--- src/rtl/video_in_pkg.sv ---
// Shared types and constants for the video-in acquisition path (pack stage and store stage).
package video_in_pkg;

    typedef enum logic [1:0] {
        IDLE       = 2'd0,
        WAIT_FRAME = 2'd1,
        ACQUIRE    = 2'd2,
        DONE       = 2'd3
    } state_t;

    localparam int PIX_W        = 8;
    localparam int WORD_W       = 32;
    localparam int PIX_PER_WORD = 4;

    localparam int P_WIDTH_DEF       = 640;
    localparam int P_HEIGHT_DEF      = 480;
    localparam int NB_PACK_STORE_DEF = 16;

    // Keep the lowest nbytes lanes of a word, zero the rest.
    function automatic logic [WORD_W-1:0] pad_word(input logic [WORD_W-1:0] word,
                                                   input logic [2:0]        nbytes);
        logic [WORD_W-1:0] mask;
        case (nbytes)
            3'd1:    mask = 32'h0000_00FF;
            3'd2:    mask = 32'h0000_FFFF;
            3'd3:    mask = 32'h00FF_FFFF;
            3'd4:    mask = 32'hFFFF_FFFF;
            default: mask = 32'h0000_0000;
        endcase
        return word & mask;
    endfunction

endpackage

--- src/rtl/video_in_fifo.sv ---
// Synchronous show-ahead FIFO of packed pixel words; clr empties it and wins over push/pop.
module video_in_fifo
    import video_in_pkg::*;
#(
    parameter int FIFO_DEPTH = 64,
    localparam int AW        = $clog2(FIFO_DEPTH),
    localparam int LW        = AW + 1
) (
    input  logic              clk,
    input  logic              RST,
    input  logic              clr,
    input  logic              push,
    input  logic [WORD_W-1:0] wdata,
    input  logic              pop,
    output logic [WORD_W-1:0] rdata,
    output logic [LW-1:0]     level,
    output logic              full,
    output logic              empty
);

    logic [WORD_W-1:0] r_mem [FIFO_DEPTH];
    logic [AW-1:0]     r_wr_ptr;
    logic [AW-1:0]     r_rd_ptr;
    logic [LW-1:0]     r_level;
    logic              w_do_push;
    logic              w_do_pop;

    assign full      = (r_level == LW'(FIFO_DEPTH));
    assign empty     = (r_level == {LW{1'b0}});
    assign level     = r_level;
    // A pop frees the slot a full-FIFO push needs; a push supplies the word an empty-FIFO pop takes.
    assign w_do_push = push & (~full | pop);
    assign w_do_pop  = pop & (~empty | push);

    // Storage array write port.
    always_ff @(posedge clk) begin
        if (w_do_push && !clr && !RST) begin
            r_mem[r_wr_ptr] <= wdata;
        end
    end

    // Pointers and occupancy.
    always_ff @(posedge clk) begin
        if (RST || clr) begin
            r_wr_ptr <= {AW{1'b0}};
            r_rd_ptr <= {AW{1'b0}};
            r_level  <= {LW{1'b0}};
        end else begin
            if (w_do_push) begin
                r_wr_ptr <= r_wr_ptr + {{(AW-1){1'b0}}, 1'b1};
            end
            if (w_do_pop) begin
                r_rd_ptr <= r_rd_ptr + {{(AW-1){1'b0}}, 1'b1};
            end
            case ({w_do_push, w_do_pop})
                2'b10:   r_level <= r_level + {{(LW-1){1'b0}}, 1'b1};
                2'b01:   r_level <= r_level - {{(LW-1){1'b0}}, 1'b1};
                default: r_level <= r_level;
            endcase
        end
    end

    // Head word, forced to zero while nothing is stored.
    always_comb begin
        if (empty) begin
            rdata = {WORD_W{1'b0}};
        end else begin
            rdata = r_mem[r_rd_ptr];
        end
    end

endmodule

--- src/rtl/video_in_pack.sv ---
// Camera pixel packer: frame-locked capture of 8-bit pixels into 32-bit words feeding a show-ahead FIFO.
// Optional macro VIDEO_IN_PACK_TEST_PATTERN_EN replaces pixel_in with a ramp from the pixel counter.
module video_in_pack
    import video_in_pkg::*;
#(
    parameter int p_WIDTH       = P_WIDTH_DEF,
    parameter int p_HEIGHT      = P_HEIGHT_DEF,
    parameter int NB_PACK_STORE = NB_PACK_STORE_DEF,
    parameter int FIFO_DEPTH    = 64
) (
    input  logic              clk,
    input  logic              RST,
    input  logic [PIX_W-1:0]  pixel_in,
    input  logic              line_valid,
    input  logic              frame_valid,
    input  logic              new_addr,
    input  logic              r_ack,
    output logic [WORD_W-1:0] data_fifo,
    output logic              nb_pack_available,
    output logic              fifo_empty,
    output logic              overflow
);

    localparam int          LVL_W    = $clog2(FIFO_DEPTH) + 1;
    localparam logic [18:0] LAST_PIX = 19'(p_WIDTH * p_HEIGHT - 1);

    state_t            r_state;
    state_t            w_state_nxt;
    logic              r_fv_prev;
    logic [1:0]        r_byte_idx;
    logic [18:0]       r_pix_cnt;
    logic [WORD_W-1:0] r_word;
    logic              r_push;
    logic [WORD_W-1:0] r_push_word;
    logic              r_overflow;
    logic [PIX_W-1:0]  w_pix;
    logic [WORD_W-1:0] w_word_cur;
    logic              w_accept;
    logic              w_last;
    logic              w_flush;
    logic              w_start;
    logic [LVL_W-1:0]  w_level;
    logic              w_full;
    logic              w_empty;

`ifdef VIDEO_IN_PACK_TEST_PATTERN_EN
    assign w_pix = r_pix_cnt[PIX_W-1:0];
`else
    assign w_pix = pixel_in;
`endif

    assign w_last = w_accept & (r_pix_cnt == LAST_PIX);

    // Next state and acquisition strobes; new_addr overrides everything.
    always_comb begin
        w_state_nxt = r_state;
        w_accept    = 1'b0;
        w_flush     = 1'b0;
        w_start     = 1'b0;
        case (r_state)
            IDLE: begin
                if (!frame_valid) begin
                    w_state_nxt = WAIT_FRAME;
                end else begin
                    w_state_nxt = IDLE;
                end
            end
            WAIT_FRAME: begin
                if (frame_valid && !r_fv_prev) begin
                    w_state_nxt = ACQUIRE;
                    w_start     = 1'b1;
                end else begin
                    w_state_nxt = WAIT_FRAME;
                end
            end
            ACQUIRE: begin
                if (!frame_valid) begin
                    w_flush     = (r_byte_idx != 2'd0);
                    w_state_nxt = DONE;
                end else if (line_valid) begin
                    w_accept = 1'b1;
                    if (r_pix_cnt == LAST_PIX) begin
                        w_state_nxt = DONE;
                    end else begin
                        w_state_nxt = ACQUIRE;
                    end
                end else begin
                    w_state_nxt = ACQUIRE;
                end
            end
            DONE: begin
                if (!frame_valid) begin
                    w_state_nxt = WAIT_FRAME;
                end else begin
                    w_state_nxt = DONE;
                end
            end
            default: w_state_nxt = IDLE;
        endcase
        if (new_addr) begin
            w_state_nxt = IDLE;
            w_accept    = 1'b0;
            w_flush     = 1'b0;
            w_start     = 1'b0;
        end else begin
            w_state_nxt = w_state_nxt;
        end
    end

    // Current word with the incoming pixel merged into its lane.
    always_comb begin
        w_word_cur = r_word;
        w_word_cur[{r_byte_idx, 3'b000} +: PIX_W] = w_pix;
    end

    // State register, edge-detect history and sticky overflow.
    always_ff @(posedge clk) begin
        if (RST) begin
            r_state    <= IDLE;
            r_fv_prev  <= 1'b0;
            r_overflow <= 1'b0;
        end else begin
            r_state   <= w_state_nxt;
            r_fv_prev <= frame_valid;
            if (r_push && w_full && !r_ack && !new_addr) begin
                r_overflow <= 1'b1;
            end
        end
    end

    // Byte packing; a finished or flushed word is held one cycle before it enters the FIFO.
    always_ff @(posedge clk) begin
        if (RST || new_addr) begin
            r_byte_idx  <= 2'd0;
            r_pix_cnt   <= 19'd0;
            r_word      <= {WORD_W{1'b0}};
            r_push      <= 1'b0;
            r_push_word <= {WORD_W{1'b0}};
        end else begin
            r_push <= 1'b0;
            if (w_start) begin
                r_byte_idx <= 2'd0;
                r_pix_cnt  <= 19'd0;
                r_word     <= {WORD_W{1'b0}};
            end else if (w_accept) begin
                r_pix_cnt <= r_pix_cnt + 19'd1;
                r_word    <= w_word_cur;
                if (r_byte_idx == 2'd3 || w_last) begin
                    r_push      <= 1'b1;
                    r_push_word <= pad_word(w_word_cur, {1'b0, r_byte_idx} + 3'd1);
                    r_byte_idx  <= 2'd0;
                end else begin
                    r_byte_idx <= r_byte_idx + 2'd1;
                end
            end else if (w_flush) begin
                r_push      <= 1'b1;
                r_push_word <= pad_word(r_word, {1'b0, r_byte_idx});
                r_byte_idx  <= 2'd0;
            end else begin
                r_byte_idx <= r_byte_idx;
            end
        end
    end

    video_in_fifo #(
        .FIFO_DEPTH (FIFO_DEPTH)
    ) u_fifo (
        .clk   (clk),
        .RST   (RST),
        .clr   (new_addr),
        .push  (r_push),
        .wdata (r_push_word),
        .pop   (r_ack),
        .rdata (data_fifo),
        .level (w_level),
        .full  (w_full),
        .empty (w_empty)
    );

    assign nb_pack_available = (w_level >= LVL_W'(NB_PACK_STORE));
    assign fifo_empty        = w_empty;
    assign overflow          = r_overflow;

endmodule

--- config.mk ---
export PLATFORM = sky130hd
export DESIGN_NAME = video_in_pack
export DESIGN_NICKNAME = d
export VERILOG_FILES = /design/src/rtl/video_in_pkg.sv /design/src/rtl/video_in_fifo.sv /design/src/rtl/video_in_pack.sv
export SDC_FILE = /design/constraint.sdc
export NUM_CORES = 2
export LEC_CHECK = 0
export CAP_MARGIN = 20
export CORE_ASPECT_RATIO = 0.6
export CORE_MARGIN = 3
export CORE_UTILIZATION = 68
export CTS_CLUSTER_SIZE = 8
export DETAILED_ROUTE_END_ITERATION = 8
export PLACE_DENSITY = 0.85
export SLEW_MARGIN = 20
export SYNTH_ARGS = -nofsm -noshare
export SYNTH_HDL_FRONTEND = slang
export SYNTH_HIERARCHICAL = 1
export SYNTH_SLANG_ARGS = --single-unit
--- constraint.sdc ---
create_clock -name clk -period 8.2 [get_ports clk]
set_clock_uncertainty 0.15 [all_clocks]
set_input_delay 1.23 -clock clk [delete_from_list [all_inputs] [get_ports clk]]
set_output_delay 1.23 -clock clk [all_outputs]
set_load 0.01 [all_outputs]
After elaboration in Yosys (flattened, before gate mapping). Memories as Yosys holds them, arrays and structs flattened. A register that Yosys moved wholly into a read port is not among the register bits. Index checks and enable logic that the tools add are counted.

Flip-flop bits (word level): 109. Memory bits (writable): 2048. Input port bits: 14. Memories kept: 1.

Add/subtract/negate cells: 8. $lt $le $gt $ge: 1. Eq/ne operators: 15. Shift operators: 2. Muxes and demuxes: 43. Bitwise operators: 10. Reductions and logical operators: 20.

Memories: u_fifo.r_mem (words 64, bits a word 32, read ports 1, clocked after memory_dff 1, write ports 1, RTL line video_in_fifo.sv:21) `logic [WORD_W-1:0] r_mem [FIFO_DEPTH];`.

Operators with widths (count): $mux 32 (12); $pmux 32 s4 (1); $pmux 24 s3 (1); $and 32x32->32 (2); $bwmux 32 (1); $shift 8x7->32 const A (1); $shiftx 8x7->32 (1); $add 19x1->19 const B (1); $eq 19x19->1 const B (1); $mux 1 (17); $mux 2 (7); $pmux 7 s2 (1); $add 6x1->6 const B (2); $mux 6 (2); $eq 2x2->1 const B (5); $pmux 2 s4 (1); $add 7x1->7 const B (1); $eq 7x7->1 const B (1); $ge 7x5->1 const B (1); $logic_not 7->1 (1); $neg 5->7 (1); $sub 7x1->7 const B (1); $eq 2x1->1 const B (3); $eq 3x2->1 const B (2); other kinds (15) (32).

Logic depth before layout (Yosys ltp).
Depth in word-level cells: 13. Mapped depth: 14.

Cells and area by module. The synthesis kept the hierarchy.

By module, submodules not included: video_in_fifo (instances 1, cells an instance 3421, area each 79512.5 um2, seq. area each 61999.5 um2); video_in_pack (instances 1, cells an instance 417, area each 3791.1 um2, seq. area each 1641.6 um2).

Least setup slack after synthesis. No wires, ideal clock.

Path kind: input to register. From: input port new_addr. To: memory u_fifo.r_mem[63][0] (enable). Library setup time: 461 ps. Arrival time: 3995 ps. Required time: 7589 ps. Path slack: 3594 ps. Stages: 3. Path buffers: 1. Cells stage by stage: or2_2 -> clkbuf_1 -> nor3_1.

Cells in the longest elaborated chain, start to end: 5.

Ends and longest elaborated chain: from (decl) (RTL line video_in_pack.sv:16) `input logic new_addr,`; $logic_not 1->1 (RTL line video_in_fifo.sv:37) `if (w_do_push && !clr && !RST) begin`; $logic_and 1x1->1 (2 in a row) (RTL line video_in_fifo.sv:37); $mux 1 (RTL line video_in_fifo.sv:37); $mux 1 (implied by the code) (RTL line video_in_fifo.sv:38) `r_mem[r_wr_ptr] <= wdata;`; to (decl) (RTL line video_in_fifo.sv:21).

No other way between the ends.

==> out/qor.yml <==
final_layout:
  syn_to_final_growth_pct: 13.7
  nNetsFinal: 4163
  nFillCells: 5308
  drive_above_1_share: 0.279
  final_cells: 5787
  multi_input_area_um2: 18900
  regArea_um2: 63700
floorplanning:
  rows: 98
  die_area_um2: 127000
  start_util: 0.693
  ios: 49
  coreArea_um2: 120000
  die_h_um: 277
  die_w_um: 458
sta:
  rsz0062_at_grt: "no"
  tns_ns: 0
  slew_viol_final: 0
  finalHoldViolations: 0
  worst_slew_pin_slew_ns: 1.14
  relSlewSlack: 0.237
  setup_ws_ns: 1.19
  fmaxAchievable_mhz: 143
  setup_viol: 0
  whs_ns: 0.309
  fin_crit_ns: 7.01
  period_share: 0.854
place:
  place_congestion: 0.836
  hpwl_um: 122000
  place_inst: 5409
  place_ws_ns: 2.57
  port_buffers: 48
clock_tree:
  post-cts-setup-buffers: 0
  cts.clk_slew.worst_paths_ns: 0.05
  insertion_delay_ns: 0.91
  clock-sinks: 2155
  cts_tree: "done"
  clk_root_buffer_cell: "clkbuf_16"
  cts_inserted_buffers: 319
  cts_buffer_depth: 4
  cts.repair.resized: 0
  holdBufCountCts: 0
  h-tree-depth: 5
job:
  drv_cap: 0
synth:
  ys_types: 82
  ys_seq_elements: 2155
  syn_nets: 3870
  synth_edf_count: 2048
  synth_compound_area_frac: 0.0277
  ys_warn_count: 6
  synth_simple_gate_area_frac: 0.0236
  synth_xor_area_frac: 0.00294
  synth_cells: 3838
  netlist_area_um2: 83300
  ys_seq_area_frac: 0.764
  synth_top_family_by_area: "multiplexers"
  async_reset_ff_frac: 0
  avgSynthCellArea_um2: 21.7
  synth_adder_area_share: 0.00279
  synth-main-ff-cell: "edfxtp_1"
  synthMuxAreaShare: 0.164
drt:
  wl_per_cell_um: 43.7
  drtAntennaViolNets: 0
  vias_per_cell: 8.13
  vias: 47000
  wl_um: 253000
  drc_errors: 0
  drtPass1Iterations: 6
  drtIter0Drc: 8707
global_route:
  grt_pass1_wl_um: 357000
  grt_max_degree: 107
  gr-total-overflow: 0
  grt_pass1_vias: 47500
  antenna_found_initial: 11
  grt_use_total: 0.406
worst_setup_path:
  path_class: "register to output pin"
  cp_data_required_time_ns: 6.82
  worstPathArrival_ns: 5.63
  endpoint_kind: "output pin"
  crit_path_start_kind: "register"
  crit_path_max_fanout: 36
power_and_ir_drop:
  power.density_nw_per_um2: 248
  peakVddDrop_mv: 0.201
  p_leak_nw: 26.6
  power_mw: 23.5
status:
  outcome: "finished clean"
hold_path:
  hp-class: "register to register"
power breakdown:
group          switching, mW  internal (mW)  leakage (nW)
Clock                   4.56           7.00          4.07
Sequential           0.00169           11.9          18.0
Combinational         0.0274         0.0105          4.55
Total                   4.59           18.9          26.6
kinds of logic (layout without fill, tap and decap cells):
group,after synthesis,after routing
DFF,2155,2155
muxes,671,671
and+or+nand+nor,389,389
AOI/OAI and AO/OA,344,344
buffers and inverters,233,581
xor gates and xnor gates,28,28
adders and majority gates,18,18
other,0,1
per-layer routing:
metal / GRT usage / routed length [µm]
met5: 0 / 138
met4: 0.190 / 14400
met3: 0.140 / 42300
met2: 0.603 / 115000
met1: 0.555 / 80900
synthesized netlist by cell type, types with 49 or more instances:
library cell / instances / share of area
clkbuf_1: 80 / 0.0036
mux4_2: 554 / 0.15
a211oi_1: 55 / 0.0050
a22oi_1: 77 / 0.0069
nor2_1: 144 / 0.0065
edfxtp_1: 2048 / 0.74
buf_4: 49 / 0.0044
a21oi_1: 97 / 0.0058
mux2i_1: 111 / 0.013
buf_2: 60 / 0.0036
dfxtp_1: 107 / 0.026
nand2_1: 68 / 0.0031
flip-flops by register name, summed over array words and instances, names as in the netlist, named ones only:
signal / flops
r_push_word: 32
r_pix_cnt: 19
u_fifo/r_mem: 2048
u_fifo/r_wr_ptr: 6
r_fv_prev: 1
u_fifo/r_rd_ptr: 6
r_word: 24
r_state: 2
u_fifo/level: 7
r_push: 1
overflow: 1
r_byte_idx: 2
layout make-up:
type                            count  area share
Clock buffer                      372      0.0877
Antenna cell                        1   0.0000264
Sequential cell                  2155       0.673
Clock inverter                      4    0.000357
Multi-Input combinational cell   1450       0.199
Timing Repair Buffer              190      0.0180
Tap cell                         1600      0.0211
Inverter                           15    0.000594
critical path: stages, from the launching register on:
cell	delay (ns)
dfxtp_4	0.78
buf_4	0.65
nand2_1	0.61
o22ai_1	0.71
a211oi_1	0.27
nor4_1	0.92
clkdlybuf4s50_1	0.72
per-stage QoR:
| step | util | instance area (µm²) |
|---|---|---|
| final | 0.787 | 94700 |
| after CTS | 0.787 | 94700 |
| after floorplan | - | 83300 |
| after detailed placement | 0.718 | 86300 |
| after global routing | 0.787 | 94700 |
| after global placement | 0.718 | 86300 |
layout by cell type, fill, tap and decap left out, types with 48 or more instances in the layout:
master           Yosys  layout
nand2_1             68      68
a22oi_1             77      77
clkbuf_16            0     325
mux4_2             554     554
dfxtp_1            107      70
nor2_4               1      64
mux2i_1            111     111
buf_4               49     129
edfxtp_1          2048    2048
nor2_1             144      80
a211oi_1            55      55
a21oi_1             97      97
clkdlybuf4s50_1      0      48
path summary, 6_finish.rpt:
kind         cells after the start  slack [ns]                    startpoint                           end
min reg2reg                      2        0.31       r_word[19]$_SDFFE_PP0P_       r_word[19]$_SDFFE_PP0P_
max                              6        1.19                      register                  data_fifo[7]
max reg2reg                     12        3.81  u_fifo/level[0]$_SDFFE_PP0P_  u_fifo/level[6]$_SDFFE_PP0P_
min                              2        0.31       r_word[19]$_SDFFE_PP0P_       r_word[19]$_SDFFE_PP0P_
(Power assumes the default switching activity.)
